$ cat src/rtl/mem_pkg.sv
`default_nettype none
// ============================================================================
// Package     : mem_pkg
// Description : Shared definitions for the RAM access path. Holds the memory
//               command encoding (also used by the cpu state machine), the
//               arbiter state encoding, default bus widths and a helper that
//               decides whether a command is an active request.
// Revision    : 1.0 - initial release
// ============================================================================
package mem_pkg;

  // Memory command encoding; 2'b11 is reserved and behaves like MNONE.
  localparam logic [1:0] MNONE  = 2'b00;
  localparam logic [1:0] MREAD  = 2'b01;
  localparam logic [1:0] MWRITE = 2'b10;

  localparam int DEF_ADDR_W = 9;
  localparam int DEF_DATA_W = 16;

  typedef enum logic [1:0] {
    ARB_IDLE   = 2'd0,
    ARB_ACCESS = 2'd1,
    ARB_RESP   = 2'd2
  } arb_state_t;

  // Only READ and WRITE count as requests, so the reserved code is never granted.
  function automatic logic cmd_active(input logic [1:0] cmd);
    return (cmd == MREAD) || (cmd == MWRITE);
  endfunction

endpackage
`default_nettype wire

$ cat src/rtl/mem_arbiter_rr_pick.sv
`default_nettype none
// ============================================================================
// Module      : rr_pick
// Description : Combinational two-way round-robin selector. A lone requester
//               always wins; when both request, the side named by i_prio
//               (1 = CPU, 0 = loader) wins.
// Ports       : i_req_cpu / i_req_ld - active requests
//               i_prio               - tie-break pointer (1 = CPU)
//               o_gnt_cpu / o_gnt_ld - one-hot grant (both 0 when idle)
//               o_any                - at least one request is active
// Revision    : 1.0 - initial release
// ============================================================================
module rr_pick (
  input  logic i_req_cpu,
  input  logic i_req_ld,
  input  logic i_prio,
  output logic o_gnt_cpu,
  output logic o_gnt_ld,
  output logic o_any
);

  assign o_gnt_cpu = i_req_cpu && (!i_req_ld || i_prio);
  assign o_gnt_ld  = i_req_ld  && (!i_req_cpu || !i_prio);
  assign o_any     = i_req_cpu || i_req_ld;

endmodule
`default_nettype wire

$ cat src/rtl/mem_arbiter.sv
`default_nettype none
// ============================================================================
// Module      : mem_arbiter
// Description : Shares one single-port synchronous RAM between the CPU and the
//               loader/debug port. Every access is a fixed 3-cycle transaction
//               IDLE (grant) -> ACCESS (RAM cycle) -> RESP (ack pulse), with
//               round-robin tie-breaking when both sides request together.
// Ports       : clk, reset          - clock, synchronous active-high reset
//               cpu_cmd/addr/wdata  - CPU request;   cpu_ack/cpu_rdata reply
//               ld_cmd/addr/wdata   - loader request; ld_ack/ld_rdata reply
//               ram_addr/din/write  - RAM command;   ram_dout RAM read data
//               busy_cpu            - CPU holds the grant (ACCESS or RESP)
// Revision    : 1.0 - initial release
// ============================================================================
module mem_arbiter
  import mem_pkg::*;
#(
  parameter int ADDR_W    = DEF_ADDR_W,
  parameter int DATA_W    = DEF_DATA_W,
  parameter bit CPU_FIRST = 1'b1
) (
  input  logic              clk,
  input  logic              reset,
  input  logic [1:0]        cpu_cmd,
  input  logic [ADDR_W-1:0] cpu_addr,
  input  logic [DATA_W-1:0] cpu_wdata,
  output logic              cpu_ack,
  output logic [DATA_W-1:0] cpu_rdata,
  input  logic [1:0]        ld_cmd,
  input  logic [ADDR_W-1:0] ld_addr,
  input  logic [DATA_W-1:0] ld_wdata,
  output logic              ld_ack,
  output logic [DATA_W-1:0] ld_rdata,
  output logic [ADDR_W-1:0] ram_addr,
  output logic [DATA_W-1:0] ram_din,
  output logic              ram_write,
  input  logic [DATA_W-1:0] ram_dout,
  output logic              busy_cpu
);

  arb_state_t        r_state;
  arb_state_t        w_next_state;
  logic              r_gnt_cpu;     // 1 = CPU owns the current transaction
  logic              r_write;
  logic              r_contended;   // other side was also requesting at grant
  logic              r_prio;        // 1 = CPU wins the next tie
  logic [ADDR_W-1:0] r_addr;
  logic [DATA_W-1:0] r_din;
  logic [DATA_W-1:0] r_cpu_rdata;
  logic [DATA_W-1:0] r_ld_rdata;

  logic w_req_cpu;
  logic w_req_ld;
  logic w_gnt_cpu;
  logic w_gnt_ld;
  logic w_any;

  assign w_req_cpu = cmd_active(cpu_cmd);
  assign w_req_ld  = cmd_active(ld_cmd);

  rr_pick u_rr_pick (
    .i_req_cpu (w_req_cpu),
    .i_req_ld  (w_req_ld),
    .i_prio    (r_prio),
    .o_gnt_cpu (w_gnt_cpu),
    .o_gnt_ld  (w_gnt_ld),
    .o_any     (w_any)
  );

  always_ff @(posedge clk) begin
    if (reset) begin
      r_state <= ARB_IDLE;
    end else begin
      r_state <= w_next_state;
    end
  end

  always_comb begin
    w_next_state = r_state;
    unique case (r_state)
      ARB_IDLE:   if (w_any) w_next_state = ARB_ACCESS;
      ARB_ACCESS: w_next_state = ARB_RESP;
      ARB_RESP:   w_next_state = ARB_IDLE;
      default:    w_next_state = ARB_IDLE;
    endcase
  end

  // Transaction latches, read-data holding registers and the priority pointer.
  always_ff @(posedge clk) begin
    if (reset) begin
      r_gnt_cpu   <= 1'b0;
      r_write     <= 1'b0;
      r_contended <= 1'b0;
      r_prio      <= CPU_FIRST;
      r_addr      <= '0;
      r_din       <= '0;
      r_cpu_rdata <= '0;
      r_ld_rdata  <= '0;
    end else begin
      unique case (r_state)
        ARB_IDLE: begin
          r_contended <= w_req_cpu && w_req_ld;
          if (w_gnt_cpu) begin
            r_gnt_cpu <= 1'b1;
            r_addr    <= cpu_addr;
            r_write   <= (cpu_cmd == MWRITE);
            // ram_din only moves on a write so it otherwise holds its last value.
            if (cpu_cmd == MWRITE) r_din <= cpu_wdata;
          end else if (w_gnt_ld) begin
            r_gnt_cpu <= 1'b0;
            r_addr    <= ld_addr;
            r_write   <= (ld_cmd == MWRITE);
            if (ld_cmd == MWRITE) r_din <= ld_wdata;
          end
        end
        ARB_RESP: begin
          // Capture the read word so rdata holds it between acks.
          if (!r_write) begin
            if (r_gnt_cpu) r_cpu_rdata <= ram_dout;
            else           r_ld_rdata  <= ram_dout;
          end
          // Uncontended grants leave the pointer alone.
          if (r_contended) r_prio <= !r_gnt_cpu;
        end
        default: ;
      endcase
    end
  end

  always_comb begin
    ram_write = 1'b0;
    cpu_ack   = 1'b0;
    ld_ack    = 1'b0;
    cpu_rdata = r_cpu_rdata;
    ld_rdata  = r_ld_rdata;
    unique case (r_state)
      ARB_ACCESS: ram_write = r_write;
      ARB_RESP: begin
        // RAM data for the ACCESS-cycle address is valid now; forward it
        // straight through so rdata is valid together with the ack.
        if (r_gnt_cpu) begin
          cpu_ack = 1'b1;
          if (!r_write) cpu_rdata = ram_dout;
        end else begin
          ld_ack = 1'b1;
          if (!r_write) ld_rdata = ram_dout;
        end
      end
      default: ;
    endcase
  end

  assign ram_addr = r_addr;
  assign ram_din  = r_din;
  assign busy_cpu = (r_state != ARB_IDLE) && r_gnt_cpu;

endmodule
`default_nettype wire

$ cat config.mk
export PLATFORM = sky130hd
export DESIGN_NAME = mem_arbiter
export DESIGN_NICKNAME = d
export VERILOG_FILES = /design/src/rtl/mem_pkg.sv /design/src/rtl/mem_arbiter_rr_pick.sv /design/src/rtl/mem_arbiter.sv
export SDC_FILE = /design/constraint.sdc
export NUM_CORES = 1
export LEC_CHECK = 0
export ABC_CLOCK_PERIOD_IN_PS = 4200
export CORE_ASPECT_RATIO = 1.75
export CORE_MARGIN = 4
export CORE_UTILIZATION = 44
export DETAILED_ROUTE_END_ITERATION = 8
export PLACE_DENSITY = 0.95
export SYNTH_ARGS = -nofsm -noshare
export SYNTH_HDL_FRONTEND = slang
export SYNTH_SLANG_ARGS = --single-unit
export TNS_END_PERCENT = 20
$ cat constraint.sdc
create_clock -name clk -period 4.2 [get_ports clk]
set_input_delay 0.42 -clock clk [delete_from_list [all_inputs] [get_ports clk]]
set_output_delay 0.42 -clock clk [all_outputs]
set_load 0.005 [all_outputs]
==> impl_metrics.json <==
{
  "r2r-start": "r_state[1]",
  "synth_nets": 352,
  "cts-buffers-inserted": 9,
  "grtUsageTotal_pct": 19.30,
  "synth_common_cells": "dfxtp_1, nand2_1, nor2_1, a311oi_1, mux2_2",
  "grt_max_degree": 64,
  "dp_hpwl_um": 5469,
  "synthTopCellsByArea": "dfxtp_1, mux2_2, a311oi_1",
  "ys_seq_area_share_pct": 45.30,
  "yosysMostFrequentCell": "dfxtp_1",
  "post_drt_wl_per_cell_um": 14.68,
  "drive_gt1_share_pct": 13.79,
  "cap_violations": 0,
  "synth_cells": 278,
  "place_inst": 472,
  "cts_max_level": 3,
  "min_from": "r_contended",
  "core.rowCount": 38,
  "worst_pin_slew_ns": 1.122,
  "ys.flop_type": "dfxtp_1",
  "yosysUniqueCellTypes": 28,
  "portBuffers": 132,
  "cts_sinks": 63,
  "drv_slew": 0,
  "timing_hold_violations_final": 0,
  "clk_latency_ns": 0.34,
  "grt_pass1_wl_um": 11160,
  "netlist_area_mm2": 0.002784,
  "ys_warn_count": 0,
  "grt.overflow.total": 0,
  "antenna_left": 0,
  "end_kind": "output port",
  "holdPathStages": 2,
  "die_h_um": 113.2,
  "ctsResizeCount": 0,
  "boundaryPins": 133,
  "post-place-ws_ns": 1.312,
  "startpoint": "r_state[1]",
  "remaining_drc_errors": 0,
  "fmax_mhz": 334.0,
  "finClkSkew_ns": 0.004535,
  "required_ns": 3.78,
  "cts-root-buf": "clkbuf_8",
  "fin_setup_tns_ns": 0,
  "peakVddDrop_v": 0.0002147,
  "status": "completed",
  "async_flop_share_pct": 0,
  "area_growth_pct": 52.63,
  "antenna_found_initial": 0,
  "yosysTopAreaCell": "dfxtp_1",
  "wirelength_um": 7134,
  "dr.first_iter.drc_count": 105,
  "grt_pass1_vias": 2486,
  "holdBufCountCts": 0,
  "cp_slowest_cell": "dfxtp_1",
  "crit_type": "reg -> out",
  "routed_via_density": 4.965,
  "dieArea_mm2": 0.007714,
  "power_density_mw_per_mm2": 338.7,
  "cts_setup_buffers": 0,
  "crit_path_max_incr_delay_ns": 0.57,
  "synth_edf_count": 0,
  "final_nets": 477,
  "setup_viol": 0,
  "die_w_um": 68.13,
  "critPathMaxFanout": 16,
  "reg2reg_depth": 4,
  "ys_seq_elements": 63,
  "crit_chain": "and3b_1 > nor2b_4 > mux2_2 > clkdlybuf4s50_1",
  "fin_ws_ns": 1.206,
  "cts_tree": "yes",
  "synth_top_cell_area_share_pct": 45.30,
  "arrival_ns": 2.57,
  "cts.clk_slew.worst_paths_ns": 0.06,
  "start_kind": "flop",
  "finalCritPeriodShare_pct": 71.28,
  "p_leak_nw": 1.696,
  "initial_core_util_pct": 45.04,
  "clk_path_buf_depth": 2,
  "period_minus_slack_ns": 2.994,
  "synth.avg_cell_area_um2": 10.01,
  "dr_total_vias": 2413,
  "rsz0062_at_grt": "false",
  "slew_headroom_pct": 25.20,
  "antennaDiodeCount": 0,
  "firstDrtPassIters": 5,
  "hold_class": "reg -> reg",
  "core_area_mm2": 0.006181,
  "instances_no_fill": 486,
  "place_congestion": 0.7241
}
-- final timing paths --
path / slack [ns] / to
hold / removal: 0.48 / r_contended
setup / recovery: 1.21 / cpu_rdata[15]
hold reg to reg: 0.48 / r_contended
setup reg to reg: 2.14 / r_cpu_rdata[0]
-- state kept, by name, indices dropped and copies added, names as in the netlist --
signal / count
r_gnt_cpu: 1
r_ld_rdata: 16
r_write: 1
ram_din: 16
r_contended: 1
r_prio: 1
ram_addr: 9
r_cpu_rdata: 16
r_state: 2
-- worst max-delay path, delay by kind of cell, from the launching register on --
family	cells	cell delay (ns)
mux	1	0.41
flops	1	0.57
buf+inv	1	0.47
simple gates	2	0.78
-- power by group --
group          switching, mW  total, mW  internal, mW  leakage [nW]
clock network          0.207      0.446         0.239        0.0854
logic                  0.130      0.327         0.198          1.10
registers             0.0261      0.665         0.639         0.513
total                  0.363       1.44          1.08          1.70
-- cell type report --
cell class              count  area (um^2)
fillers                   468         1932
multi-input cells         192         1381
repair buffers            134         1331
flip-flops and latches     63         1261
clock buffers              13        158.9
well taps                  80        100.1
inverters                   3        11.26
clock inverters             1        5.005
-- metal layers --
layer	wire length (um)	up-vias	GRT usage (%)
met5	0	-	0
met4	228	0	11.82
met3	526	18	5.561
met2	3892	97	35.50
met1	2486	1098	17.39
li1	-	1200	-
-- logic make-up after synthesis --
family                   count (synthesis)  synth area share, %
AND/OR/NAND/NOR                        123                23.01
flip-flops                              63                45.30
AO/OA/AOI/OAI                           34                10.88
multiplexers                            33                14.83
buffers and inverters                   23                5.078
adder cells (fa/ha/maj)                  2               0.8987
-- metrics by stage --
stage	util, %	power, mW	instance area, um^2	hold WS, ns
floorplan	-	0.8290	2784	0.4498
global placement	66.09	0.9968	4085	0.4605
detailed placement	66.09	1.009	4085	0.4695
CTS	68.74	1.460	4249	0.4797
global route	68.74	1.513	4249	0.5277
finish	68.74	1.439	4249	0.4790
-- placed cells by master, fill, tap and decap left out, types with 2 or more instances in the layout --
master	n
mux2_4	11
ha_1	2
clkbuf_1	2
mux2_2	22
nor2_1	31
a21oi_1	3
nor2b_1	12
and3b_1	2
inv_1	3
nor3b_1	2
clkbuf_8	11
buf_4	2
dfxtp_1	63
a211o_1	2
and2b_1	17
clkdlybuf4s50_1	131
a311oi_1	25
nand2_1	50
nor2b_4	4
(Power assumes the default switching activity.)
